**src/rtl/reg_file_sb.sv**
```systemverilog
// Parametrised register file with two mux-based read ports, one write port,
// optional hardwired zero register, write-to-read bypass and a busy scoreboard.
module reg_file_sb #(
    parameter int DATA_W   = 16,
    parameter int ADDR_W   = 4,
    parameter int ZERO_REG = 0,
    parameter int BYPASS   = 1
) (
    input  logic                     clk,
    input  logic                     rst,
    input  logic [ADDR_W-1:0]        rd_addr1,
    input  logic [ADDR_W-1:0]        rd_addr2,
    output logic [DATA_W-1:0]        rd_data1,
    output logic [DATA_W-1:0]        rd_data2,
    output logic                     rd_busy1,
    output logic                     rd_busy2,
    input  logic                     wr_en,
    input  logic [ADDR_W-1:0]        wr_addr,
    input  logic [DATA_W-1:0]        wr_data,
    input  logic                     rsv_en,
    input  logic [ADDR_W-1:0]        rsv_addr,
    output logic [(2**ADDR_W)-1:0]   busy_vec
);

    localparam int DEPTH = 2 ** ADDR_W;

    logic [DATA_W-1:0] regs_q [DEPTH];
    logic [DEPTH-1:0]  busy_q;
    logic [DEPTH-1:0]  busy_d;
    logic              wrDrop;
    logic              rsvDrop;
    logic              wrLive;
    logic              fwd1;
    logic              fwd2;

    // Register 0 swallows writes and reservations when it is hardwired to zero.
    assign wrDrop  = (ZERO_REG != 0) && (wr_addr == '0);
    assign rsvDrop = (ZERO_REG != 0) && (rsv_addr == '0);
    assign wrLive  = wr_en && !wrDrop;

    always_ff @(posedge clk or posedge rst) begin
        if (rst) begin
            for (int i = 0; i < DEPTH; i++) begin
                regs_q[i] <= '0;
            end
        end else if (wrLive) begin
            regs_q[wr_addr] <= wr_data;
        end
    end

    // Set beats clear: a reservation in the same cycle as the retiring write
    // belongs to a newer producer of the same register.
    always_comb begin
        busy_d = busy_q;
        if (wr_en) begin
            busy_d[wr_addr] = 1'b0;
        end
        if (rsv_en && !rsvDrop) begin
            busy_d[rsv_addr] = 1'b1;
        end
        if (ZERO_REG != 0) begin
            busy_d[0] = 1'b0;
        end
    end

    always_ff @(posedge clk or posedge rst) begin
        if (rst) begin
            busy_q <= '0;
        end else begin
            busy_q <= busy_d;
        end
    end

    assign fwd1 = (BYPASS != 0) && wrLive && (wr_addr == rd_addr1);
    assign fwd2 = (BYPASS != 0) && wrLive && (wr_addr == rd_addr2);

    always_comb begin
        rd_data1 = regs_q[rd_addr1];
        rd_busy1 = busy_q[rd_addr1];
        if (fwd1) begin
            rd_data1 = wr_data;
            rd_busy1 = 1'b0;
        end
        if ((ZERO_REG != 0) && (rd_addr1 == '0)) begin
            rd_data1 = '0;
            rd_busy1 = 1'b0;
        end
    end

    always_comb begin
        rd_data2 = regs_q[rd_addr2];
        rd_busy2 = busy_q[rd_addr2];
        if (fwd2) begin
            rd_data2 = wr_data;
            rd_busy2 = 1'b0;
        end
        if ((ZERO_REG != 0) && (rd_addr2 == '0)) begin
            rd_data2 = '0;
            rd_busy2 = 1'b0;
        end
    end

    assign busy_vec = busy_q;

endmodule

```
**config.mk**
```make
export PLATFORM = sky130hd
export DESIGN_NAME = reg_file_sb
export DESIGN_NICKNAME = d
export VERILOG_FILES = /design/src/rtl/reg_file_sb.sv
export SDC_FILE = /design/constraint.sdc
export NUM_CORES = 1
export LEC_CHECK = 0
export CORE_MARGIN = 5
export CORE_UTILIZATION = 35
export DETAILED_ROUTE_END_ITERATION = 10
export PLACE_DENSITY_LB_ADDON = 0.2
export REMOVE_ABC_BUFFERS = 1
export SLEW_MARGIN = 30
export SYNTH_ARGS = -nofsm -noshare
export SYNTH_HDL_FRONTEND = slang
export SYNTH_SLANG_ARGS = --single-unit
```
**constraint.sdc**
```tcl
create_clock -name clk -period 18.5 [get_ports clk]
set_input_delay 2.775 -clock clk [delete_from_list [all_inputs] [get_ports clk]]
set_output_delay 2.775 -clock clk [all_outputs]
set_load 0.05 [all_outputs]
```
* Yosys cells after proc, flatten, opt, wreduce, memory -nomap -nowiden
Cells that the tools add are included.
W data, S select, Z words.
** Word-level totals
- Logic and storage cells :: 63
- Output and inout port bits :: 50
- Input port bits :: 36
- Register bits after elaboration :: 272
** Cells by class
- Equality and inequality tests :: 2
- $lt $le $gt $ge :: 10
- Multiplexer cells :: 23
- Bitwise gates (word level) :: 6
- Reductions and logical operators :: 5
** Operator list (count)
- $bwmux W256 :: 1
- $mux W16 :: 9
- $bmux W16 S4 :: 2
- $demux W16 S4 :: 1
- $lt A4 B5 Y1 const B :: 4
- $and A16 B16 Y16 :: 1
- $not A16 Y16 :: 1
- $or A16 B16 Y16 :: 1
- $ge A5 B5 Y1 const B :: 3
- $not A4 Y5 :: 3
- $bmux W1 S4 :: 2
- $demux W1 S4 :: 2
- $eq A4 B4 Y1 :: 2
- $ge A4 B1 Y1 const B :: 2
- $mux W1 :: 6
- $logic_and A1 B1 Y1 :: 5
- $lt A5 B1 Y1 const B :: 1

* Depth between registers and ports, before layout
Gate-level depths: netlist (run 1).
- Depth after elaboration :: 9
- Depth in mapped cells :: 8
- Mapped depth without buffers :: 4

* Least setup slack after synthesis (run 1)
No wires, ideal clock.
- Path type :: input to output
- From :: input rd_addr1[3]
- To :: output rd_busy1
- Buffers on the path :: 3
- Cell stages on the path :: 6
- Arrival :: 4.828 ns
- Data required time :: 15.725 ns
- Setup slack :: 10.897 ns
- Path through :: clkbuf_2 buf_2 buf_2 mux4_2 a211oi_1 a211oi_1
** On the way
- Longest elaborated chain between the ends :: 3
- Elaborated cells on any way between the ends :: 5
- Those cells by class :: 1 x eq/ne; 3 x mux; 1 x reduce/logical
** Ends and longest elaborated chain
- from (decl) :: RTL line 11 : input logic [ADDR_W-1:0] rd_addr1,
- $bmux W1 S4 or $eq A4 B4 Y1 (tied branches) :: RTL line 79, 74
- $mux W1 (not written as such) or $logic_and A1 B1 Y1 (tied branches) :: RTL line 79, 74
- $mux W1 (*) :: RTL line 80 : if (fwd1) begin
- to (decl) :: RTL line 15 : output logic rd_busy1,
Every way passes the cells marked *; elsewhere a longest branch is shown, timed or not. The select of a mux whose other input is x is not followed.

* Worst setup path in the final report (run 1)
- From :: input rd_addr2[3]
- To :: output rd_data2[1]
** On the way
- Longest elaborated chain between the ends :: 5
- Elaborated cells on any way between the ends :: 7
- Those cells by class :: 1 x eq/ne; 4 x mux; 1 x bitwise; 1 x reduce/logical
** Ends and longest elaborated chain
- from (decl) :: RTL line 12 : input logic [ADDR_W-1:0] rd_addr2,
- $not A4 Y5 (not written as such) :: RTL line 91 : rd_data2 = regs_q[rd_addr2];
- $bmux W16 S4 :: RTL line 91
- $mux W16 (not written as such) (2 in a row) :: RTL line 91
- $mux W16 (*) :: RTL line 93 : if (fwd2) begin
- to (decl) :: RTL line 14 : output logic [DATA_W-1:0] rd_data2,
Marks and branches as above.

==> results.toml, run 1 <==
[run_status]
run_status = "complete, no violations"

[synthesis]
synth_top_area_share = 0.450
ys_ff_latch = 272
synth.yosys.seq_area_share = 0.450
postSynth.topFlopCell = "sky130_fd_sc_hd__dfrtp_1"
synth.top_cells.by_count = "sky130_fd_sc_hd__mux2_2 (288), sky130_fd_sc_hd__dfrtp_1 (272), sky130_fd_sc_hd__mux4_2 (136), sky130_fd_sc_hd__mux2i_1 (98), sky130_fd_sc_hd__buf_2 (53)"
mappedNetlistArea_sq_um = 15100
avgSynthCellArea_sq_um = 15.6
synth-async-reset-ratio = 1.00
synthDistinctLibCells = 32
synthesis.instances = 970
synth.area.top_cells = "sky130_fd_sc_hd__dfrtp_1 (45%), sky130_fd_sc_hd__mux2_2 (21%), sky130_fd_sc_hd__mux4_2 (20%)"
synth.largest_area_cell = "sky130_fd_sc_hd__dfrtp_1"
synth_edf_count = 0
synth.most_common_cell = "sky130_fd_sc_hd__mux2_2"
yosysWarningCount = 0

[finish]
area_delta_synth_final_pct = 16.0
drive_above_1_share = 0.504
fillerInstances = 3958
nNetsFinal = 1063
num_antenna_cells = 0

[power_and_ir_drop]
peakVddDrop_v = 0.0000565
p_per_area_nw_per_um2 = 120
p_leak_nw = 7.21

[timing]
report.final.hold_viol_count = 0
final_min_period_over_clock_period = 0.503
setup_viol = 0
setup_repair_after_global_routing_missed_its_margin = "no"
timing.max_slew.rel_slack = 0.386
worstMarginPinSlew_ns = 0.921
whs_ns = 0.523
fin_setup_tns_ns = 0
drv_slew = 0
final_period_minus_worst_setup_slack_ns = 9.31
finClkSkew_ns = 0
max_clock_freq_mhz = 107

[die]
floorplan.io_pins = 86
coreArea_sq_um = 42900
floorplan_row_count = 76
design.die.area_sq_um = 47500
die_h_microns = 218
horizontal_die_dimension_microns = 218
start_util = 0.353

[routing]
drtAntennaViolNets = 0
drt_pre_antenna_iters = 5
post_drt_wl_per_cell_microns = 26.0
detailroute.via_count = 9091
drt-total-wl_microns = 42500
dr.first_iter.drc_count = 567
drc = 0
detail_route.vias_per_cell = 5.56

[global_routing]
gr-total-overflow = 0
grt.total_usage = 0.180
grt_max_degree = 130
grt_pass1_vias = 9687
grt_antenna_before_repair = 0
grt_pass1_wl_microns = 64600

[critical_path]
worst-endpoint-arrival_ns = 6.54
critPathLaunchType = "input port"
worstPathRequired_ns = 15.73
crit_path_max_fanout = 39
worstRegToRegCells = 2
capturing_element_type_of_the_critical_path = "primary output"
worst-setup-path-type = "in2out"

[clocking]
tritoncts = "yes"
cts_clk_pin_slew_worst_paths_ns = 0.05
worstSkewPairLatency_ns = 0.51
cts.sinks = 272
cell_at_the_root_of_the_clock_tree = "sky130_fd_sc_hd__clkbuf_16"
post_cts_resize_count = 0
cts-htree-levels = 2
post_cts_buffers = 0
cts_hold_repair.buffers = 0
tritoncts.num_buffers = 34
cts-root-to-sink-buffers = 3

[placement]
port_buffers = 85
routabilityCongestion = 0.733
post-dp-hpwl_microns = 23900

[flow_run]
cap_violations = 0

[worst_hold_path]
worstHoldPathType = "reg2reg"
holdPathStages = 1
-- registers in the layout, summed over array words and instances, names as in the netlist --
register and count:
busy_vec 16, regs_q 256
-- routing by layer --
layer  global-route usage  up-vias  part of all wire
li1                     -     3867                 -
met1                0.254     4973              0.45
met2                0.301      209              0.50
met3               0.0268       42             0.043
met4               0.0343        0             0.014
met5                    0        -                 0
-- worst max-delay path: stages --
cell and delay [ns]:
sky130_fd_sc_hd__buf_4 0.61, sky130_fd_sc_hd__buf_4 0.64, sky130_fd_sc_hd__xor2_1 0.19, sky130_fd_sc_hd__nor4_4 0.73
sky130_fd_sc_hd__buf_4 0.41, sky130_fd_sc_hd__mux2_2 0.38, sky130_fd_sc_hd__clkdlybuf4s50_1 0.71
-- metrics by stage --
stage | utilization | power (mW) | worst slack (ns) | area [sq um] | cells
final | 0.409 | 2.11 | 9.19 | 17600 | 1636
after CTS | 0.409 | 2.14 | 8.99 | 17600 | 1636
after global routing | 0.409 | 2.21 | 8.94 | 17600 | 1636
after detailed placement | 0.383 | 1.46 | 9.00 | 16400 | 1576
after floorplan | - | 1.26 | 8.23 | 14700 | 880
after global placement | 0.383 | 1.45 | 9.09 | 16400 | 1576
-- final timing paths --
check                                         from                 endpoint  slack (ns)
setup / recovery                       rd_addr2[3]              rd_data2[1]        9.19
hold / removal             regs_q[170]$_DFFE_PP0P_  regs_q[170]$_DFFE_PP0P_        0.52
setup reg to reg             busy_vec[9]$_DFF_PP0_    busy_vec[9]$_DFF_PP0_       17.71
hold reg to reg            regs_q[170]$_DFFE_PP0P_  regs_q[170]$_DFFE_PP0P_        0.52
max in group asynchronous                      rst  regs_q[222]$_DFFE_PP0P_       14.52
min in group asynchronous                      rst  regs_q[116]$_DFFE_PP0P_        2.79
-- area by class of cell --
type,count,area (sq um),share of cell area
clock inverter,9,98.8,0.00563
tap,585,732,0.0417
multi-input combinational,606,7850,0.447
clock buffer,51,1030,0.0584
inverter,2,20.0,0.00114
timing repair buffer,111,1020,0.0583
sequential,272,6810,0.388
-- power by group --
| group | internal (mW) | total [mW] | switching, mW |
|---|---|---|---|
| clock network | 0.400 | 0.663 | 0.264 |
| logic | 0.327 | 0.612 | 0.285 |
| registers | 0.734 | 0.833 | 0.0986 |
| total | 1.46 | 2.11 | 0.647 |
-- cells in the final DEF (no fill, tap or decap), types with 9 or more instances in the layout --
cell	count
sky130_fd_sc_hd__o21ai_0	20
sky130_fd_sc_hd__nor2_2	9
sky130_fd_sc_hd__clkbuf_8	9
sky130_fd_sc_hd__nand2b_1	9
sky130_fd_sc_hd__dfrtp_1	272
sky130_fd_sc_hd__clkbuf_16	35
sky130_fd_sc_hd__mux2_2	288
sky130_fd_sc_hd__buf_4	28
sky130_fd_sc_hd__nand2_1	12
sky130_fd_sc_hd__mux4_2	136
sky130_fd_sc_hd__mux2i_1	98
sky130_fd_sc_hd__clkdlybuf4s50_1	77
-- cells by family (layout without fill, tap and decap cells) --
kind of cell	count (synthesis)	count (layout)	synth area share
flops	272	272	0.450
buf+inv	92	173	0.0326
compound gates	29	29	0.0112
xor+xnor	8	8	0.00512
simple gates	47	47	0.0201
mux	522	522	0.481
(Power assumes the default switching activity.)
==> inputs of run 2 (changes only) <==
==> constraint.sdc (replaced) <==
create_clock -name clk -period 7.8 [get_ports clk]
set_input_delay 1.17 -clock clk [delete_from_list [all_inputs] [get_ports clk]]
set_output_delay 1.17 -clock clk [all_outputs]
set_load 0.05 [all_outputs]
==> results.toml, run 2 (same netlist as run 1, synthesis figures left out) <==
[critical_path]
worst-setup-path-type = "in2out"
rrSetupSlack_ns = 7.02
cp-startpoint = "rd_addr1[3]"
worstPathRequired_ns = 6.63
critPathLaunchType = "input port"
critical_path.reg2reg.startpoint = "regs_q[98]$_DFFE_PP0P_"
crit_path_max_fanout = 33
crit_end = "rd_data1[3]"
capturing_element_type_of_the_critical_path = "primary output"
worstRegToRegCells = 1
worst-endpoint-arrival_ns = 4.14
end_of_the_worst_register_to_register_path = "regs_q[98]$_DFFE_PP0P_"

[flow_run]
cap_violations = 0

[timing]
worstMarginPinSlew_ns = 0.957
setup_repair_after_global_routing_missed_its_margin = "no"
fin_setup_tns_ns = 0
setup_viol = 0
final_period_minus_worst_setup_slack_ns = 5.31
report.final.hold_viol_count = 0
drv_slew = 0
finClkSkew_ns = 0
final_min_period_over_clock_period = 0.681
whs_ns = 0.518
timing.max_slew.rel_slack = 0.362
max_clock_freq_mhz = 188

[routing]
drt-total-wl_microns = 42200
post_drt_wl_per_cell_microns = 25.7
drt_pre_antenna_iters = 4
detailroute.via_count = 8924
dr.first_iter.drc_count = 580
drc = 0
detail_route.vias_per_cell = 5.45
drtAntennaViolNets = 0

[finish]
max_flop_register = "regs_q"
largest_register_ffs = 256
ff_latch_area_sq_um = 6810
area_delta_synth_final_pct = 16.8
drive_above_1_share = 0.504
mostFrequentLayoutCell = "sky130_fd_sc_hd__mux2_2"
mostFrequentLayoutCells = "sky130_fd_sc_hd__mux2_2 (288), sky130_fd_sc_hd__dfrtp_1 (272), sky130_fd_sc_hd__mux4_2 (136), sky130_fd_sc_hd__mux2i_1 (98), sky130_fd_sc_hd__clkdlybuf4s50_1 (77)"
num_antenna_cells = 0
multi_input_gate_area_in_the_final_layout_sq_um = 7850
nNetsFinal = 1064
fillerInstances = 3932

[run_status]
run_status = "complete, no violations"

[die]
floorplan.io_pins = 86
start_util = 0.353
design.die.area_sq_um = 47500
floorplan_row_count = 76
coreArea_sq_um = 42900
die_h_microns = 218
horizontal_die_dimension_microns = 218

[clocking]
post_cts_resize_count = 0
worstSkewPairLatency_ns = 0.51
cts-htree-levels = 2
cell_at_the_root_of_the_clock_tree = "sky130_fd_sc_hd__clkbuf_16"
cts_hold_repair.buffers = 0
post_cts_buffers = 0
cts.sinks = 272
tritoncts.num_buffers = 34
cts-root-to-sink-buffers = 3
tritoncts = "yes"
cts_clk_pin_slew_worst_paths_ns = 0.05

[global_routing]
grt_max_degree = 150
grt_pass1_vias = 9696
gr-total-overflow = 0
grt_antenna_before_repair = 0
grt.total_usage = 0.180
grt_pass1_wl_microns = 64600

[placement]
port_buffers = 85
routabilityCongestion = 0.717
post-dp-hpwl_microns = 23700

[worst_hold_path]
worstHoldPathType = "reg2reg"

[power_and_ir_drop]
p_per_area_nw_per_um2 = 287
peakVddDrop_v = 0.000144
p_leak_nw = 7.26
## run 2: power by group
part	switching (mW)	total, mW	internal (mW)
clock	0.602	1.64	1.04
combinational	0.669	1.45	0.777
sequential	0.239	1.98	1.74
## run 2: per-stage QoR
stage | instances | area (sq um) | util | power (mW) | worst slack (ns)
2_1_floorplan | 880 | 14700 | - | 3.00 | -0.865
3_3_place_gp | 1576 | 16500 | 0.384 | 3.44 | 2.38
6_report | 1637 | 17700 | 0.412 | 5.07 | 2.49
4_1_cts | 1636 | 17600 | 0.412 | 5.14 | 2.43
3_5_place_dp | 1576 | 16500 | 0.384 | 3.46 | 2.43
5_1_grt | 1637 | 17700 | 0.412 | 5.33 | 2.32
## run 2: how the worst min path moves through the flow
stage	startpoint	endpoint	slack, ns	cells after the start
final	regs_q[116]$_DFFE_PP0P_	regs_q[116]$_DFFE_PP0P_	0.52	1
after global routing	regs_q[221]$_DFFE_PP0P_	regs_q[221]$_DFFE_PP0P_	0.54	1
after CTS	regs_q[116]$_DFFE_PP0P_	regs_q[116]$_DFFE_PP0P_	0.52	1
after detailed placement	regs_q[113]$_DFFE_PP0P_	regs_q[113]$_DFFE_PP0P_	0.51	1
after global placement	regs_q[126]$_DFFE_PP0P_	regs_q[126]$_DFFE_PP0P_	0.50	1
after floorplan	regs_q[63]$_DFFE_PP0P_	regs_q[63]$_DFFE_PP0P_	0.49	1
## run 2: routing by layer
metal / global-route usage / vias up / part of all wire
li1: - / 3879 / -
met5: 0 / - / 0
met2: 0.306 / 147 / 0.51
met4: 0.0310 / 0 / 0.013
met3: 0.0285 / 38 / 0.035
met1: 0.250 / 4860 / 0.45
## run 2: layout make-up
| class | count | area share |
|---|---|---|
| tap | 585 | 0.0414 |
| inverter | 2 | 0.00113 |
| multi-input combinational | 606 | 0.444 |
| clock inverter | 3 | 0.00389 |
| sequential | 272 | 0.385 |
| clock buffer | 57 | 0.0634 |
| timing repair buffer | 112 | 0.0607 |
## run 2: critical path, cell delays in order
cell                              delay (ns)
sky130_fd_sc_hd__buf_4                  0.53
sky130_fd_sc_hd__buf_4                  0.55
sky130_fd_sc_hd__mux4_2                 0.56
sky130_fd_sc_hd__mux2i_1                0.15
sky130_fd_sc_hd__mux2i_1                0.13
sky130_fd_sc_hd__mux2_2                 0.30
sky130_fd_sc_hd__clkdlybuf4s50_1        0.70
==> inputs of run 3 (changes only) <==
==> constraint.sdc (replaced) <==
create_clock -name clk -period 4.8 [get_ports clk]
set_input_delay 0.72 -clock clk [delete_from_list [all_inputs] [get_ports clk]]
set_output_delay 0.72 -clock clk [all_outputs]
set_load 0.05 [all_outputs]
==> results.toml, run 3 (same netlist as run 1, synthesis figures left out) <==
[run_status]
run_status = "complete, no violations"

[global_routing]
gr-total-overflow = 0
grt_pass1_vias = 9728
grt_max_degree = 94
grt.total_usage = 0.178
grt_antenna_before_repair = 0
grt_pass1_wl_microns = 64200

[critical_path]
critPathLaunchType = "input port"
worst-endpoint-arrival_ns = 3.24
worstPathRequired_ns = 4.08
crit_path_max_fanout = 7
critical_path.reg2reg.startpoint = "busy_vec[15]$_DFF_PP0_"
worstRegToRegCells = 2
cp-startpoint = "wr_addr[2]"
capturing_element_type_of_the_critical_path = "primary output"
worst-setup-path-type = "in2out"

[routing]
post_drt_wl_per_cell_microns = 25.5
drtAntennaViolNets = 0
drt_pre_antenna_iters = 5
dr.first_iter.drc_count = 419
drt-total-wl_microns = 42100
drc = 0
detail_route.vias_per_cell = 5.46
detailroute.via_count = 9009

[die]
horizontal_die_dimension_microns = 218
die_h_microns = 218
design.die.area_sq_um = 47500
start_util = 0.353
floorplan.io_pins = 86
coreArea_sq_um = 42900
floorplan_row_count = 76

[worst_hold_path]
holdPathStages = 1
worstHoldPathType = "reg2reg"
hold_start = "regs_q[124]$_DFFE_PP0P_"

[clocking]
cts_clk_pin_slew_worst_paths_ns = 0.05
tritoncts.num_buffers = 34
post_cts_buffers = 0
worstSkewPairLatency_ns = 0.51
cts.sinks = 272
cts_hold_repair.buffers = 0
cts-htree-levels = 2
cts-root-to-sink-buffers = 3
post_cts_resize_count = 0
cell_at_the_root_of_the_clock_tree = "sky130_fd_sc_hd__clkbuf_16"
tritoncts = "yes"

[finish]
nNetsFinal = 1075
num_antenna_cells = 0
mostFrequentLayoutCell = "sky130_fd_sc_hd__mux2_2"
fillerInstances = 3967
finalNonFillerCells = 1649
mostFrequentLayoutCells = "sky130_fd_sc_hd__mux2_2 (288), sky130_fd_sc_hd__dfrtp_1 (272), sky130_fd_sc_hd__mux4_2 (136), sky130_fd_sc_hd__mux2i_1 (98), sky130_fd_sc_hd__clkdlybuf4s50_1 (59)"
largest_register_ffs = 256
drive_above_1_share = 0.529
max_flop_register = "regs_q"
area_delta_synth_final_pct = 16.9

[timing]
final_period_minus_worst_setup_slack_ns = 3.96
finClkSkew_ns = 0
max_clock_freq_mhz = 252
fin_setup_tns_ns = 0
setup_viol = 0
setup_repair_after_global_routing_missed_its_margin = "no"
report.final.hold_viol_count = 0
worstMarginPinSlew_ns = 0.815
drv_slew = 0
timing.max_slew.rel_slack = 0.457
final_min_period_over_clock_period = 0.825

[power_and_ir_drop]
peakVddDrop_v = 0.000252
p_per_area_nw_per_um2 = 462
p_leak_nw = 7.33

[placement]
routabilityCongestion = 0.790
port_buffers = 85
post-dp-hpwl_microns = 25800
dp_cells = 1588

[flow_run]
cap_violations = 0
[run 3: final timing paths]
| check | end | slack (ns) |
|---|---|---|
| min in group asynchronous | regs_q[180]$_DFFE_PP0P_ | 0.70 |
| hold / removal | regs_q[124]$_DFFE_PP0P_ | 0.52 |
| setup reg to reg | busy_vec[15]$_DFF_PP0_ | 3.99 |
| hold reg to reg | regs_q[124]$_DFFE_PP0P_ | 0.52 |
| max in group asynchronous | regs_q[170]$_DFFE_PP0P_ | 3.16 |
| setup / recovery | rd_data1[5] | 0.84 |
[run 3: routing by layer]
layer	track usage	wire, microns
met5	0	0
met4	0.0333	688
met3	0.0240	1210
met2	0.306	21300
met1	0.245	18900
[run 3: per-stage QoR]
stage / instance area (sq um) / power, mW / worst slack, ns / utilization / hold slack, ns
6_report: 17700 / 8.17 / 0.838 / 0.413 / 0.522
5_1_grt: 17700 / 8.56 / 0.753 / 0.413 / 0.536
4_1_cts: 17700 / 8.27 / 0.829 / 0.413 / 0.523
3_5_place_dp: 16600 / 5.63 / 0.851 / 0.386 / 0.510
3_3_place_gp: 16600 / 5.58 / 0.873 / 0.386 / 0.502
2_1_floorplan: 14700 / 4.87 / -3.42 / - / 0.491
[run 3: report_power, final]
| group | internal [mW] | switching (mW) |
|---|---|---|
| clock network | 1.57 | 1.03 |
| registers | 2.83 | 0.389 |
| logic | 1.25 | 1.09 |
[run 3: critical path, stage by stage]
cell,delay [ns]
sky130_fd_sc_hd__clkdlybuf4s50_1,0.59
sky130_fd_sc_hd__xor2_1,0.27
sky130_fd_sc_hd__nor4_4,0.33
sky130_fd_sc_hd__buf_4,0.25
sky130_fd_sc_hd__mux2_2,0.37
sky130_fd_sc_hd__clkdlybuf4s50_1,0.71
[run 3: layout make-up]
class,instances,area (sq um),area share
flip-flops and latches,272,6810,0.385
clock buffers,45,952,0.0538
clock inverters,16,190,0.0107
multi-input cells,606,7850,0.444
well taps,585,732,0.0414
inverters,2,15.0,0.000848
repair buffers,123,1150,0.0649
